--- config.mk ---
export PLATFORM = sky130hd
export DESIGN_NAME = cv32e40p_obi_mem_arbiter
export DESIGN_NICKNAME = d
export VERILOG_FILES = /design/src/rtl/cv32e40p_obi_mem_arbiter.sv
export SDC_FILE = /design/constraint.sdc
export NUM_CORES = 1
export LEC_CHECK = 0
export CAP_MARGIN = 20
export CELL_PAD_IN_SITES_DETAIL_PLACEMENT = 1
export CELL_PAD_IN_SITES_GLOBAL_PLACEMENT = 2
export CORE_ASPECT_RATIO = 1.2
export CORE_MARGIN = 2
export CORE_UTILIZATION = 10
export DETAILED_ROUTE_END_ITERATION = 8
export PLACE_DENSITY_LB_ADDON = 0.1
export SETUP_SLACK_MARGIN = 0.3
export SLEW_MARGIN = 0
export SYNTH_ARGS = -nofsm -noshare
export SYNTH_HDL_FRONTEND = slang
export SYNTH_SLANG_ARGS = --single-unit
--- constraint.sdc ---
create_clock -name clk_i -period 2 [get_ports clk_i]
set_input_delay 0.4 -clock clk_i [delete_from_list [all_inputs] [get_ports clk_i]]
set_output_delay 0.4 -clock clk_i [all_outputs]
set_load 0.02 [all_outputs]
--- src/rtl/cv32e40p_obi_mem_arbiter.sv ---
// Two-to-one OBI arbiter: instruction fetch and data ports share one memory port.
// Address phases arbitrate round-robin or data-first; an in-order ID FIFO routes responses back.
module cv32e40p_obi_mem_arbiter #(
    parameter int ADDR_WIDTH      = 32,
    parameter int DATA_WIDTH      = 32,
    parameter int MAX_OUTSTANDING = 2,
    parameter int DATA_PRIORITY   = 0
) (
    input  logic                                     clk_i,
    input  logic                                     rst_i,
    input  logic                                     instr_req_i,
    input  logic [ADDR_WIDTH-1:0]                    instr_addr_i,
    output logic                                     instr_gnt_o,
    output logic                                     instr_rvalid_o,
    output logic [DATA_WIDTH-1:0]                    instr_rdata_o,
    input  logic                                     data_req_i,
    input  logic [ADDR_WIDTH-1:0]                    data_addr_i,
    input  logic                                     data_we_i,
    input  logic [3:0]                               data_be_i,
    input  logic [DATA_WIDTH-1:0]                    data_wdata_i,
    output logic                                     data_gnt_o,
    output logic                                     data_rvalid_o,
    output logic [DATA_WIDTH-1:0]                    data_rdata_o,
    output logic                                     mem_req_o,
    output logic [ADDR_WIDTH-1:0]                    mem_addr_o,
    output logic                                     mem_we_o,
    output logic [3:0]                               mem_be_o,
    output logic [DATA_WIDTH-1:0]                    mem_wdata_o,
    input  logic                                     mem_gnt_i,
    input  logic                                     mem_rvalid_i,
    input  logic [DATA_WIDTH-1:0]                    mem_rdata_i,
    output logic [$clog2(MAX_OUTSTANDING+1)-1:0]     outstanding_o,
    output logic                                     err_o
);

    localparam int CNT_W = $clog2(MAX_OUTSTANDING + 1);
    localparam int PTR_W = (MAX_OUTSTANDING > 1) ? $clog2(MAX_OUTSTANDING) : 1;

    function automatic logic [PTR_W-1:0] ptr_inc(input logic [PTR_W-1:0] p);
        return (p == PTR_W'(MAX_OUTSTANDING - 1)) ? '0 : p + PTR_W'(1);
    endfunction

    // FIFO entry / requester ID: 0 = instr, 1 = data
    logic [MAX_OUTSTANDING-1:0] fifo_q, fifo_d;
    logic [PTR_W-1:0]           wptr_q, wptr_d, rptr_q, rptr_d;
    logic [CNT_W-1:0]           count_q, count_d;
    logic                       lock_q, lock_d;
    logic                       lock_data_q, lock_data_d;
    logic                       last_data_q, last_data_d;
    logic                       err_q, err_d;

    logic full, sel_vld, sel_data, handshake, pop, head;

    always_comb begin
        full     = (count_q == CNT_W'(MAX_OUTSTANDING));
        sel_vld  = 1'b0;
        sel_data = 1'b0;
        if (!full) begin
            if (lock_q) begin
                sel_vld  = 1'b1;
                sel_data = lock_data_q;
            end else if (instr_req_i && data_req_i) begin
                sel_vld  = 1'b1;
                sel_data = (DATA_PRIORITY != 0) ? 1'b1 : ~last_data_q;
            end else if (instr_req_i) begin
                sel_vld  = 1'b1;
            end else if (data_req_i) begin
                sel_vld  = 1'b1;
                sel_data = 1'b1;
            end
        end
    end

    always_comb begin
        mem_req_o   = 1'b0;
        mem_addr_o  = '0;
        mem_we_o    = 1'b0;
        mem_be_o    = 4'h0;
        mem_wdata_o = '0;
        if (sel_vld && sel_data) begin
            mem_req_o   = data_req_i;
            mem_addr_o  = data_addr_i;
            mem_we_o    = data_we_i;
            mem_be_o    = data_be_i;
            mem_wdata_o = data_wdata_i;
        end else if (sel_vld) begin
            mem_req_o   = instr_req_i;
            mem_addr_o  = instr_addr_i;
            mem_be_o    = 4'hF;
        end
    end

    assign instr_gnt_o    = sel_vld & ~sel_data & mem_gnt_i;
    assign data_gnt_o     = sel_vld &  sel_data & mem_gnt_i;
    assign handshake      = mem_req_o & mem_gnt_i;

    assign pop            = mem_rvalid_i & (count_q != '0);
    assign head           = fifo_q[rptr_q];
    assign instr_rvalid_o = pop & ~head;
    assign data_rvalid_o  = pop &  head;
    assign instr_rdata_o  = mem_rdata_i;
    assign data_rdata_o   = mem_rdata_i;
    assign outstanding_o  = count_q;
    assign err_o          = err_q;

    always_comb begin
        fifo_d      = fifo_q;
        wptr_d      = wptr_q;
        rptr_d      = rptr_q;
        count_d     = count_q;
        lock_d      = lock_q;
        lock_data_d = lock_data_q;
        last_data_d = last_data_q;
        err_d       = err_q | (mem_rvalid_i & (count_q == '0));
        if (handshake) begin
            fifo_d[wptr_q] = sel_data;
            wptr_d         = ptr_inc(wptr_q);
            lock_d         = 1'b0;
            last_data_d    = sel_data;
        end else if (mem_req_o) begin
            // Ungranted selection is held so the other port cannot preempt it
            lock_d      = 1'b1;
            lock_data_d = sel_data;
        end
        if (pop) rptr_d = ptr_inc(rptr_q);
        case ({handshake, pop})
            2'b10:   count_d = count_q + CNT_W'(1);
            2'b01:   count_d = count_q - CNT_W'(1);
            default: count_d = count_q;
        endcase
    end

    always_ff @(posedge clk_i) begin
        if (rst_i) begin
            fifo_q      <= '0;
            wptr_q      <= '0;
            rptr_q      <= '0;
            count_q     <= '0;
            lock_q      <= 1'b0;
            lock_data_q <= 1'b0;
            last_data_q <= 1'b1;   // instr wins the first tie after reset
            err_q       <= 1'b0;
        end else begin
            fifo_q      <= fifo_d;
            wptr_q      <= wptr_d;
            rptr_q      <= rptr_d;
            count_q     <= count_d;
            lock_q      <= lock_d;
            lock_data_q <= lock_data_d;
            last_data_q <= last_data_d;
            err_q       <= err_d;
        end
    end

endmodule

==> results.cfg <==
[outcome]
status = complete, but fails checks
violations = negative setup slack

[global_route]
grt_pass1_vias = 2368
track_usage = 0.104
antenna_found_initial = 0
grt_max_degree = 27
grt_pass1_wl_um = 14200
gr-total-overflow = 0

[yosys]
seq_area_frac_synth = 0.120
ys_types = 35
netlist_area_um2 = 1670
ys_seq_elements = 10
avgSynthCellArea_um2 = 7.77
syn_nets = 355
async_flop_share = 0
synth-edff-count = 0
yosysWarnings = 0
synthTopCellsByArea = buf_4, a22o_1, and3_1, dfxtp_1, buf_6
yosysTopAreaCellShare = 0.288
synth_area_leader_cell = buf_4
synthCells = 215
synth_ff_type = dfxtp_1

[place]
hpwlAfterDp_um = 7310
io_buffers = 183
place.gp.congestion = 0.714
place_area_um2 = 3760
place_ws_ns = -0.855

[sta]
fin_skew_ns = 0.000245
hold_slack_ns = 0.474
fin_ws_ns = -0.0378
rsz0062_at_grt = true
timing_hold_violations_final = 0
worst_slew_pin_slew_ns = 0.241
relSlewSlack = 0.840
fmax_mhz = 491
final-setup-viol-count = 32
min_period_over_period = 1.02
final-max-slew-violation-count = 0
fin_crit_ns = 2.04

[critical_path]
worst-path-buf-inv = 2
crit_type = reg2out
cp-end-kind = output pin
crit_slowest_cell = dfxtp_4
path_delay_family = compound AO/OA/AOI/OAI gates
max_stage_delay_ns = 0.38
worst_ep_required_time_ns = 1.60
worst-endpoint-arrival_ns = 1.64
path_cells = nor2b_4 -> a22o_4 -> and2_4 -> buf_12 -> a22o_1 -> buf_6
start_kind = flop
crit_fanout = 10

[pwr]
power.internal_w = 0.00261
clkPwrFrac = 0.081
p_leak_nw = 1.97
p_sw_w = 0.00169
power.density_nw_per_um2 = 928
switching_share = 0.393
seqPwrFrac = 0.073
peakVddDrop_mv = 0.228
power_frac_comb = 0.847

[routing]
wl_per_cell_um = 17.4
remaining_drc_errors = 0
antenna_left = 0
viasPerCell = 3.80
initialDrtViolationCount = 37
wirelength_um = 10100
via_count = 2218
dr.pass1.iters = 4

[clock_tree]
cts_tree = done
clk_latency_ns = 0.23
cts_root_buf = clkbuf_16
cts_sinks = 10
ctsHtreeMaxLevel = 1
holdBufCountCts = 0
clock_path_buffers = 2
numCtsBuffers = 3
cts.clk_slew.worst_paths_ns = 0.04

[floorplan]
std_cell_rows = 51
initial_utilization = 0.103
core_um2 = 16300
fp.dieH_um = 146
ios = 280
die_area_um2 = 17800
dieWidth_um = 122

[min_path]
hp-class = reg2reg

[flow_run]
drv.max_cap_violation_count = 0

[final_layout]
num-nets-final = 514
antenna_cells = 0
final_cell_area_um2 = 4630
n_fill_cell = 1796
syn_to_final_growth_pct = 177
drive_gt1_frac = 0.591
routing by layer:
metal | part of all wire | global-route usage
met4 | 0.014 | 0.0213
met5 | 0 | 0
met2 | 0.54 | 0.209
met1 | 0.34 | 0.101
met3 | 0.10 | 0.0310
synthesized netlist by cell type, types with 2 or more instances:
| library cell | count |
|---|---|
| inv_1 | 2 |
| o21ai_0 | 5 |
| and3_1 | 34 |
| nand3_1 | 3 |
| nor2_1 | 8 |
| buf_2 | 5 |
| dfxtp_1 | 10 |
| clkbuf_1 | 7 |
| nor2b_1 | 3 |
| o21a_1 | 4 |
| buf_6 | 4 |
| mux2i_1 | 3 |
| xor2_1 | 3 |
| a22o_1 | 33 |
| a21oi_1 | 4 |
| buf_4 | 64 |
| and2_1 | 2 |
| nand2_1 | 4 |
state kept, by name, summed over array words and instances (netlist names):
register       count
err_o              1
fifo_q             2
last_data_q        1
lock_data_q        1
lock_q             1
outstanding_o      2
rptr_q             1
wptr_q             1
layout make-up:
class | count | area (µm²) | share of cell area
clock buffers | 3 | 75.1 | 0.0162
inverters | 2 | 7.51 | 0.00162
multi-input cells | 123 | 1430 | 0.309
flip-flops and latches | 10 | 211 | 0.0457
well taps | 212 | 265 | 0.0573
repair buffers | 234 | 2640 | 0.570
stage by stage:
step                      instances   util  power, W  setup TNS [ns]
after floorplan                 215      -   0.00201               0
after global placement          555  0.231   0.00316          -53.54
after detailed placement        555  0.231   0.00315          -52.51
after CTS                       578  0.271   0.00416           -1.08
after global routing            584  0.284   0.00454           -1.77
final                           584  0.284   0.00429          -0.402
power groups by stage:
stage                     sequential, W  combinational (W)  clock, W
final                          0.000311            0.00364  0.000347
after global routing           0.000319            0.00385  0.000373
after CTS                      0.000311            0.00349  0.000363
after detailed placement       0.000310            0.00284         0
after global placement         0.000309            0.00285         0
after floorplan                0.000337            0.00167         0
cells by family (layout without fill, tap and decap cells):
group,Yosys count,count (layout),synth area share
muxes,3,3,0.0180
buffers and inverters,82,239,0.350
and+or+nand+nor,63,63,0.225
DFF,10,10,0.120
adders and majority gates,1,1,0.00749
xor gates and xnor gates,4,4,0.0210
AOI/OAI and AO/OA,52,52,0.259
what timing repair did:
action,CTS,global route
gates cloned,7,3
setup endpoints to repair,83,78
setup buffers,13,3
resized for setup,501,31
pin swaps,16,25
path summary, 6_finish.rpt:
| kind | start | to | slack (ns) | cells after the start |
|---|---|---|---|---|
| max | lock_q | mem_addr_o[30] | -0.04 | 6 |
| min reg2reg | fifo_q[1] | fifo_q[1] | 0.47 | 2 |
| min | fifo_q[1] | fifo_q[1] | 0.47 | 2 |
| max reg2reg | lock_q | outstanding_o[1] | 0.10 | 7 |
worst reg2reg max path: stages, from the launching register on:
cell	delay (ns)
dfxtp_4	0.38
buf_4	0.13
buf_6	0.10
or3b_4	0.40
o2111ai_4	0.11
ha_4	0.24
or3_1	0.36
a21oi_1	0.11
layout by cell type, fill, tap and decap left out, types with 3 or more instances in the layout:
cell type	instances
buf_2	5
nor2_1	7
o21ai_0	4
dfxtp_1	5
and3_4	34
buf_4	21
buf_12	11
clkdlybuf4s50_1	104
a22o_4	31
mux2i_1	3
clkbuf_16	6
dlygate4sd2_1	3
buf_16	7
buf_6	80
a21oi_1	3
o21a_1	4
dfxtp_2	3
xor2_1	3
Power figures use the tool's default switching activity.
